`src/rtl/tm1638_hex_writer.sv`:
```
// ----------------------------------------------------------------------------
// tm1638_hex_writer
//   Bus master placed directly upstream of the TM1638 register bank. A start
//   pulse captures a 32-bit value and converts it into eight hex
//   seven-segment digit bytes. It writes those bytes, then an LED byte, into
//   the bank over a simple wr/addr/dout bus. It ends with one read of the
//   buttons register, whose result is held on `buttons`.
//
// Ports
//   clk       system clock, rising edge
//   reset     asynchronous, active-high
//   start     1-cycle request, honoured only when idle
//   value     hex value to display, [31:28] is the leftmost digit
//   dp_mask   decimal points, bit7 = leftmost digit .. bit0 = rightmost
//   leds_in   LED byte written at offset 8
//   blank_lz  1 = suppress leading zero digits (rightmost digit always shown)
//   bus_addr  register-bank address {CFG_ADDR, offset}
//   bus_dout  write data to the bank
//   bus_wr    write strobe, one cycle per register
//   bus_rd    read strobe
//   bus_din   read data from the bank (combinational on its side)
//   busy      sequence in progress
//   done      1-cycle completion pulse
//   buttons   last button byte read
// ----------------------------------------------------------------------------
module tm1638_hex_writer #(
   parameter logic [11:0] CFG_ADDR = 12'hff0
) (
   input  logic        clk,
   input  logic        reset,
   input  logic        start,
   input  logic [31:0] value,
   input  logic [7:0]  dp_mask,
   input  logic [7:0]  leds_in,
   input  logic        blank_lz,
   output logic [15:0] bus_addr,
   output logic [7:0]  bus_dout,
   output logic        bus_wr,
   output logic        bus_rd,
   input  logic [7:0]  bus_din,
   output logic        busy,
   output logic        done,
   output logic [7:0]  buttons
);

   typedef enum logic [2:0] {S_IDLE, S_WDIG, S_WLED, S_RBTN, S_DONE} state_t;

   // The state names the bus cycle currently presented on the outputs.
   state_t      state_q, state_d;
   logic [2:0]  idx_q, idx_d;
   logic [15:0] addr_d;
   logic [7:0]  dout_d, btn_d;
   logic        wr_d, rd_d, busy_d, done_d;
   logic        load;

   logic [31:0] val_q;
   logic [7:0]  dp_q, leds_q;
   logic        blz_q;

   function automatic logic [6:0] seg7(input logic [3:0] nib);
      case (nib)
         4'h0: seg7 = 7'h3F;  4'h1: seg7 = 7'h06;
         4'h2: seg7 = 7'h5B;  4'h3: seg7 = 7'h4F;
         4'h4: seg7 = 7'h66;  4'h5: seg7 = 7'h6D;
         4'h6: seg7 = 7'h7D;  4'h7: seg7 = 7'h07;
         4'h8: seg7 = 7'h7F;  4'h9: seg7 = 7'h6F;
         4'hA: seg7 = 7'h77;  4'hB: seg7 = 7'h7C;
         4'hC: seg7 = 7'h39;  4'hD: seg7 = 7'h5E;
         4'hE: seg7 = 7'h79;  default: seg7 = 7'h71;
      endcase
   endfunction

   // Digit i (0 = leftmost) shows nibble value[31-4i -: 4]; for a 3-bit
   // index, 7-i equals ~i. The digit is a leading zero when every nibble
   // from the left up to and including it is zero, i.e. when the value
   // shifted right by 4*(7-i) is zero.
   function automatic logic [7:0] digit_byte(input logic [31:0] v,
                                             input logic [7:0]  dp,
                                             input logic        blz,
                                             input logic [2:0]  i);
      logic [31:0] upper;
      logic        blank;
      upper = v >> {~i, 2'b00};
      blank = blz && (i != 3'd7) && (upper == 32'd0);
      digit_byte = {dp[~i], blank ? 7'h00 : seg7(upper[3:0])};
   endfunction

   always_comb begin
      state_d = state_q;
      idx_d   = idx_q;
      addr_d  = '0;
      dout_d  = '0;
      wr_d    = 1'b0;
      rd_d    = 1'b0;
      busy_d  = busy;
      done_d  = 1'b0;
      btn_d   = buttons;
      load    = 1'b0;
      case (state_q)
         S_IDLE: begin
            if (start) begin
               // The first digit is driven from the live inputs because the
               // latched copies are only loaded at this same edge.
               load    = 1'b1;
               state_d = S_WDIG;
               idx_d   = 3'd0;
               busy_d  = 1'b1;
               wr_d    = 1'b1;
               addr_d  = {CFG_ADDR, 4'h0};
               dout_d  = digit_byte(value, dp_mask, blank_lz, 3'd0);
            end
         end
         S_WDIG: begin
            wr_d = 1'b1;
            if (idx_q == 3'd7) begin
               state_d = S_WLED;
               addr_d  = {CFG_ADDR, 4'h8};
               dout_d  = leds_q;
            end else begin
               idx_d  = idx_q + 3'd1;
               addr_d = {CFG_ADDR, 1'b0, idx_d};
               dout_d = digit_byte(val_q, dp_q, blz_q, idx_d);
            end
         end
         S_WLED: begin
            state_d = S_RBTN;
            rd_d    = 1'b1;
            addr_d  = {CFG_ADDR, 4'h9};
         end
         S_RBTN: begin
            btn_d   = bus_din;
            done_d  = 1'b1;
            state_d = S_DONE;
         end
         S_DONE: begin
            busy_d  = 1'b0;
            state_d = S_IDLE;
         end
         default: state_d = S_IDLE;
      endcase
   end

   // Control and output registers.
   always_ff @(posedge clk or posedge reset) begin
      if (reset) begin
         state_q  <= S_IDLE;
         idx_q    <= '0;
         bus_addr <= '0;
         bus_dout <= '0;
         bus_wr   <= 1'b0;
         bus_rd   <= 1'b0;
         busy     <= 1'b0;
         done     <= 1'b0;
         buttons  <= '0;
      end else begin
         state_q  <= state_d;
         idx_q    <= idx_d;
         bus_addr <= addr_d;
         bus_dout <= dout_d;
         bus_wr   <= wr_d;
         bus_rd   <= rd_d;
         busy     <= busy_d;
         done     <= done_d;
         buttons  <= btn_d;
      end
   end

   // Request capture; inputs are ignored for the rest of the sequence.
   always_ff @(posedge clk) begin
      if (load) begin
         val_q  <= value;
         dp_q   <= dp_mask;
         leds_q <= leds_in;
         blz_q  <= blank_lz;
      end
   end

endmodule
```
`config.mk`:
```
export PLATFORM = sky130hd
export DESIGN_NAME = tm1638_hex_writer
export DESIGN_NICKNAME = d
export VERILOG_FILES = /design/src/rtl/tm1638_hex_writer.sv
export SDC_FILE = /design/constraint.sdc
export NUM_CORES = 1
export LEC_CHECK = 0
export CORE_MARGIN = 10
export CORE_UTILIZATION = 53
export DETAILED_ROUTE_END_ITERATION = 6
export PLACE_DENSITY_LB_ADDON = 0.08
export SYNTH_ARGS = -nofsm -noshare
export SYNTH_HDL_FRONTEND = slang
export SYNTH_SLANG_ARGS = --single-unit
```
`constraint.sdc`:
```
create_clock -name clk -period 9.91 [get_ports clk]
set_clock_uncertainty 0.15 [all_clocks]
set_input_delay 1.4865 -clock clk [delete_from_list [all_inputs] [get_ports clk]]
set_output_delay 1.4865 -clock clk [all_outputs]
set_load 0.02 [all_outputs]
```
==> out/summary.txt <==
FLOORPLANNING
--------------------------------------------------------------------------------------------
Starting density of the core                                                           0.537
I/O pin count                                                                             96
Chip Width                                                                            105 µm
Overall die height                                                                    105 µm
Die Footprint                                                                     0.0111 mm²
Core ar.                                                                         0.00718 mm²
Std-Cell Rows                                                                             31

STA
--------------------------------------------------------------------------------------------
Upper clock frequency limit                                                        0.248 GHz
Setup slack of the critical path after layout                                        5.88 ns
Worst hold margin                                                                   0.329 ns
Number of endpoints failing setup at the final stage                                       0
Slew at the pin with the worst max-slew slack                                        1.15 ns
Hold violation count in the final report                                                   0
Final period util                                                                      0.407
Post-layout min period                                                               4.03 ns
Worst rel slew slack                                                                   0.233
Setup tns final                                                                         0 ns
Final Slew Violations                                                                      0
Setup repair after global routing missed its margin                                    false

WORST HOLD PATH
--------------------------------------------------------------------------------------------
Hold Crit Class                                                                 flip-flop to flip-flop
Hold Path End                                                                    bus_dout[4]
Number of cells traversed by the worst hold path                                           2
Launch point of the worst hold path                                                leds_q[4]

WORST SETUP PATH
--------------------------------------------------------------------------------------------
Peak per-stage delay on the critical path                                            0.80 ns
Terminus of the critical flop-to-flop path                                       bus_dout[0]
Largest fanout on the critical path                                                       15
Crit start category                                                                flip-flop
Worst-path cell with the longest stage delay                                    sky130_fd_sc_hd__ha_1
Cells along the critical path                                                   ha_1 > ha_1 > mux4_2 > mux2i_2 > ha_1 > nand2_1 > a211oi_1 > a31oi_1 > a31oi_4 > o221ai_1
Critical setup path kind                                                        flip-flop to flip-flop
Endpoint type of the worst setup path                                              flip-flop
Slack of the worst reg-to-reg path                                                   5.88 ns
Cells on worst reg2reg path                                                               10
Data arrival time of the critical path                                               4.08 ns
Endpoint required time on the critical path                                          9.96 ns
R2r startpoint                                                                      idx_q[0]
Cell type with the highest occurrence count on the critical path                sky130_fd_sc_hd__ha_1

YOSYS
--------------------------------------------------------------------------------------------
Xor and xnor area share after synthesis                                                    0
Avg Synthesized Cell Area                                                           13.5 µm²
Main combinational cell family by area after synthesis                          multiplexers
Number of warning messages in the yosys log                                                0
Mux contribution to synthesized area                                                   0.127
Cell area after synthesis                                                        0.00385 mm²
Share of synthesized registers carrying an async set or reset                          0.388
Part of the Yosys area used for sequential elements                                    0.583
Synthesized-area fraction occupied by ao, oa, aoi and oai cells                        0.100
Commonest register cell after synthesis                                         sky130_fd_sc_hd__edfxtp_1
Post-synthesis adder-cell area fraction                                               0.0455
Number of synthesized register bits                                                       80
Yosys cell types                                                                          51
Post-synth EDFFs                                                                          49
Syn Inst Count                                                                           286
Basic-gate share of the synthesized area counting and, or, nand and nor cells         0.0981

CLOCK TREE
--------------------------------------------------------------------------------------------
CTS Buffer Depth                                                                           2
CTS Root Buffer Type                                                            sky130_fd_sc_hd__clkbuf_8
CTS tree                                                                                done
Number of clock sinks seen by CTS                                                         80
Count of hold-fix buffers inserted at cts                                                  0
Post_cts resized                                                                           0
Setup repair bufs after CTS                                                                0
H-tree depth                                                                               3
Source-to-sink clock delay at the later pin of the worst-skew pair                   0.35 ns
Clock transition at the registers of the reported paths                              0.08 ns
CTS buffer count                                                                           9

POWER
--------------------------------------------------------------------------------------------
Power density of the placed cells                                                 323 mW/mm²
Highest ir drop seen on vdd                                                         0.150 mV
Leakage component of the power                                                       1.88 nW
Power consumption                                                                    1.61 mW

PLACE
--------------------------------------------------------------------------------------------
Cell total after placement                                                               459
Placed wire-length estimate                                                          6.55 mm
Routability congestion estimate                                                        0.866
Area after detailed placement                                                    0.00478 mm²
Port Buffers                                                                              91
Post-placement worst setup slack                                                     5.91 ns

CELLS AND AREA
--------------------------------------------------------------------------------------------
Layout cells sized above 1                                                             0.130
Post-route cell area                                                             0.00497 mm²
Antenna cell count                                                                         0
Final #Nets                                                                              445
Utilization after layout                                                               0.693
Final instance count without filler cells                                                475
Syn-to-layout area delta                                                               29.0%

GLOBAL ROUTING
--------------------------------------------------------------------------------------------
Grt total ovfl                                                                             0
Antenna violations before repair                                                           0
Pin count of the biggest net entering global routing                                      51
Total routing usage reported by global routing                                         0.158
Via count of the first global-routing pass                                              2746
First-pass GRT wire length                                                           14.1 mm

RUN
--------------------------------------------------------------------------------------------
Max Cap Viol                                                                               0

DRT
--------------------------------------------------------------------------------------------
Number of DRC violations after detailed routing                                            0
Routed vias/inst                                                                        5.61
DR vias                                                                                 2667
First-pass detailed-route iteration total                                                  5
Average detailed-routed wire length per instance                                     18.0 µm
Routed Wire Length                                                                   8.57 mm
Antenna-violating nets left                                                                0
Number of design-rule violations left by the first detailed-router iteration             239

RUN STATUS
--------------------------------------------------------------------------------------------
Result of the run                                                               complete, no violations

[routing by layer]
metal	routed length (µm)	vias to the layer above	track usage
met5	0	-	0
met3	695	18	0.0493
li1	-	1241	-
met1	3600	1275	0.194
met4	193	0	0.0706
met2	4080	133	0.251
[critical path, delay by kind of cell, from the launching register on]
| kind | cells | cell delay [ns] |
|---|---|---|
| fa+ha+maj | 3 | 1.33 |
| mux | 2 | 0.92 |
| simple gates | 1 | 0.06 |
| flops | 1 | 0.56 |
| compound gates | 4 | 0.84 |
[cell usage after synthesis (4+ instances only)]
library cell / n / area share
sky130_fd_sc_hd__a21oi_1: 6 / 0.0078
sky130_fd_sc_hd__buf_4: 11 / 0.021
sky130_fd_sc_hd__clkbuf_1: 5 / 0.0049
sky130_fd_sc_hd__dfrtp_1: 31 / 0.20
sky130_fd_sc_hd__edfxtp_1: 49 / 0.38
sky130_fd_sc_hd__ha_1: 14 / 0.045
sky130_fd_sc_hd__inv_1: 8 / 0.0078
sky130_fd_sc_hd__mux2_2: 11 / 0.032
sky130_fd_sc_hd__mux2i_1: 9 / 0.023
sky130_fd_sc_hd__mux4_2: 10 / 0.058
sky130_fd_sc_hd__nand2_1: 27 / 0.026
sky130_fd_sc_hd__nor2_1: 21 / 0.020
sky130_fd_sc_hd__nor2b_1: 4 / 0.0065
sky130_fd_sc_hd__nor4_1: 6 / 0.0097
sky130_fd_sc_hd__o21ai_0: 9 / 0.012
sky130_fd_sc_hd__o221ai_1: 6 / 0.014
sky130_fd_sc_hd__or2_2: 4 / 0.0065
[sequential cells by signal, indices dropped and copies added (netlist names)]
signal	flops
val_q	32
bus_dout	8
buttons	8
dp_q	8
leds_q	8
bus_addr	5
idx_q	3
state_q	3
blz_q	1
bus_rd	1
bus_wr	1
busy	1
done	1
[placed cells by master, fill, tap and decap left out, types with 2 or more instances in the layout]
cell,instances
sky130_fd_sc_hd__o221ai_1,6
sky130_fd_sc_hd__clkbuf_1,2
sky130_fd_sc_hd__inv_1,8
sky130_fd_sc_hd__nand2_1,27
sky130_fd_sc_hd__edfxtp_1,49
sky130_fd_sc_hd__a31oi_1,2
sky130_fd_sc_hd__nor2_4,2
sky130_fd_sc_hd__ha_1,14
sky130_fd_sc_hd__or3b_2,2
sky130_fd_sc_hd__a21oi_1,6
sky130_fd_sc_hd__o21ai_0,9
sky130_fd_sc_hd__a211oi_1,2
sky130_fd_sc_hd__a22o_1,3
sky130_fd_sc_hd__mux4_2,10
sky130_fd_sc_hd__or2_2,4
sky130_fd_sc_hd__a221o_1,3
sky130_fd_sc_hd__clkdlybuf4s50_1,91
sky130_fd_sc_hd__o31ai_1,3
sky130_fd_sc_hd__a22oi_1,2
sky130_fd_sc_hd__a32o_1,3
sky130_fd_sc_hd__mux2i_1,9
sky130_fd_sc_hd__dfrtp_1,31
sky130_fd_sc_hd__and3b_1,2
sky130_fd_sc_hd__o22ai_1,2
sky130_fd_sc_hd__nor3_1,2
sky130_fd_sc_hd__conb_1,4
sky130_fd_sc_hd__o32ai_1,3
sky130_fd_sc_hd__and3_1,2
sky130_fd_sc_hd__mux2_2,11
sky130_fd_sc_hd__nor2b_1,4
sky130_fd_sc_hd__clkbuf_8,11
sky130_fd_sc_hd__nor4_1,6
sky130_fd_sc_hd__nor2_1,20
[logic make-up (layout without fill, tap and decap cells)]
kind of cell,count (synthesis),count (layout)
AO/OA/AOI/OAI,51,51
adder cells (fa/ha/maj),14,14
buffers and inverters,30,117
flip-flops,80,80
multiplexers,33,33
other,1,4
AND/OR/NAND/NOR,77,77
[power by group]
part	switching [mW]	total, mW	internal (mW)
clock network	0.111	0.231	0.120
registers	0.0518	0.499	0.447
logic	0.467	0.876	0.409
total	0.630	1.61	0.977
[worst max path at each step]
| stage | endpoint | startpoint | slack, ns | cells after the start |
|---|---|---|---|---|
| 6_report | bus_dout[0] | idx_q[0] | 5.88 | 10 |
| 5_1_grt | bus_dout[4] | idx_q[0] | 5.53 | 10 |
| 4_1_cts | bus_dout[0] | idx_q[0] | 5.89 | 10 |
| 3_5_place_dp | bus_dout[0] | idx_q[0] | 5.91 | 10 |
| 3_3_place_gp | bus_dout[4] | idx_q[0] | 6.02 | 10 |
| 2_1_floorplan | bus_dout[2] | start | 5.06 | 5 |
[final cells by class]
type | instances | area [µm²]
Sequential cell | 80 | 2250
Fill cell | 514 | 2200
Multi-Input combinational cell | 179 | 1450
Timing Repair Buffer | 92 | 918
Clock buffer | 14 | 184
Tap cell | 99 | 124
Inverter | 9 | 33.8
Clock inverter | 2 | 11.3
Power figures use the tool's default switching activity.
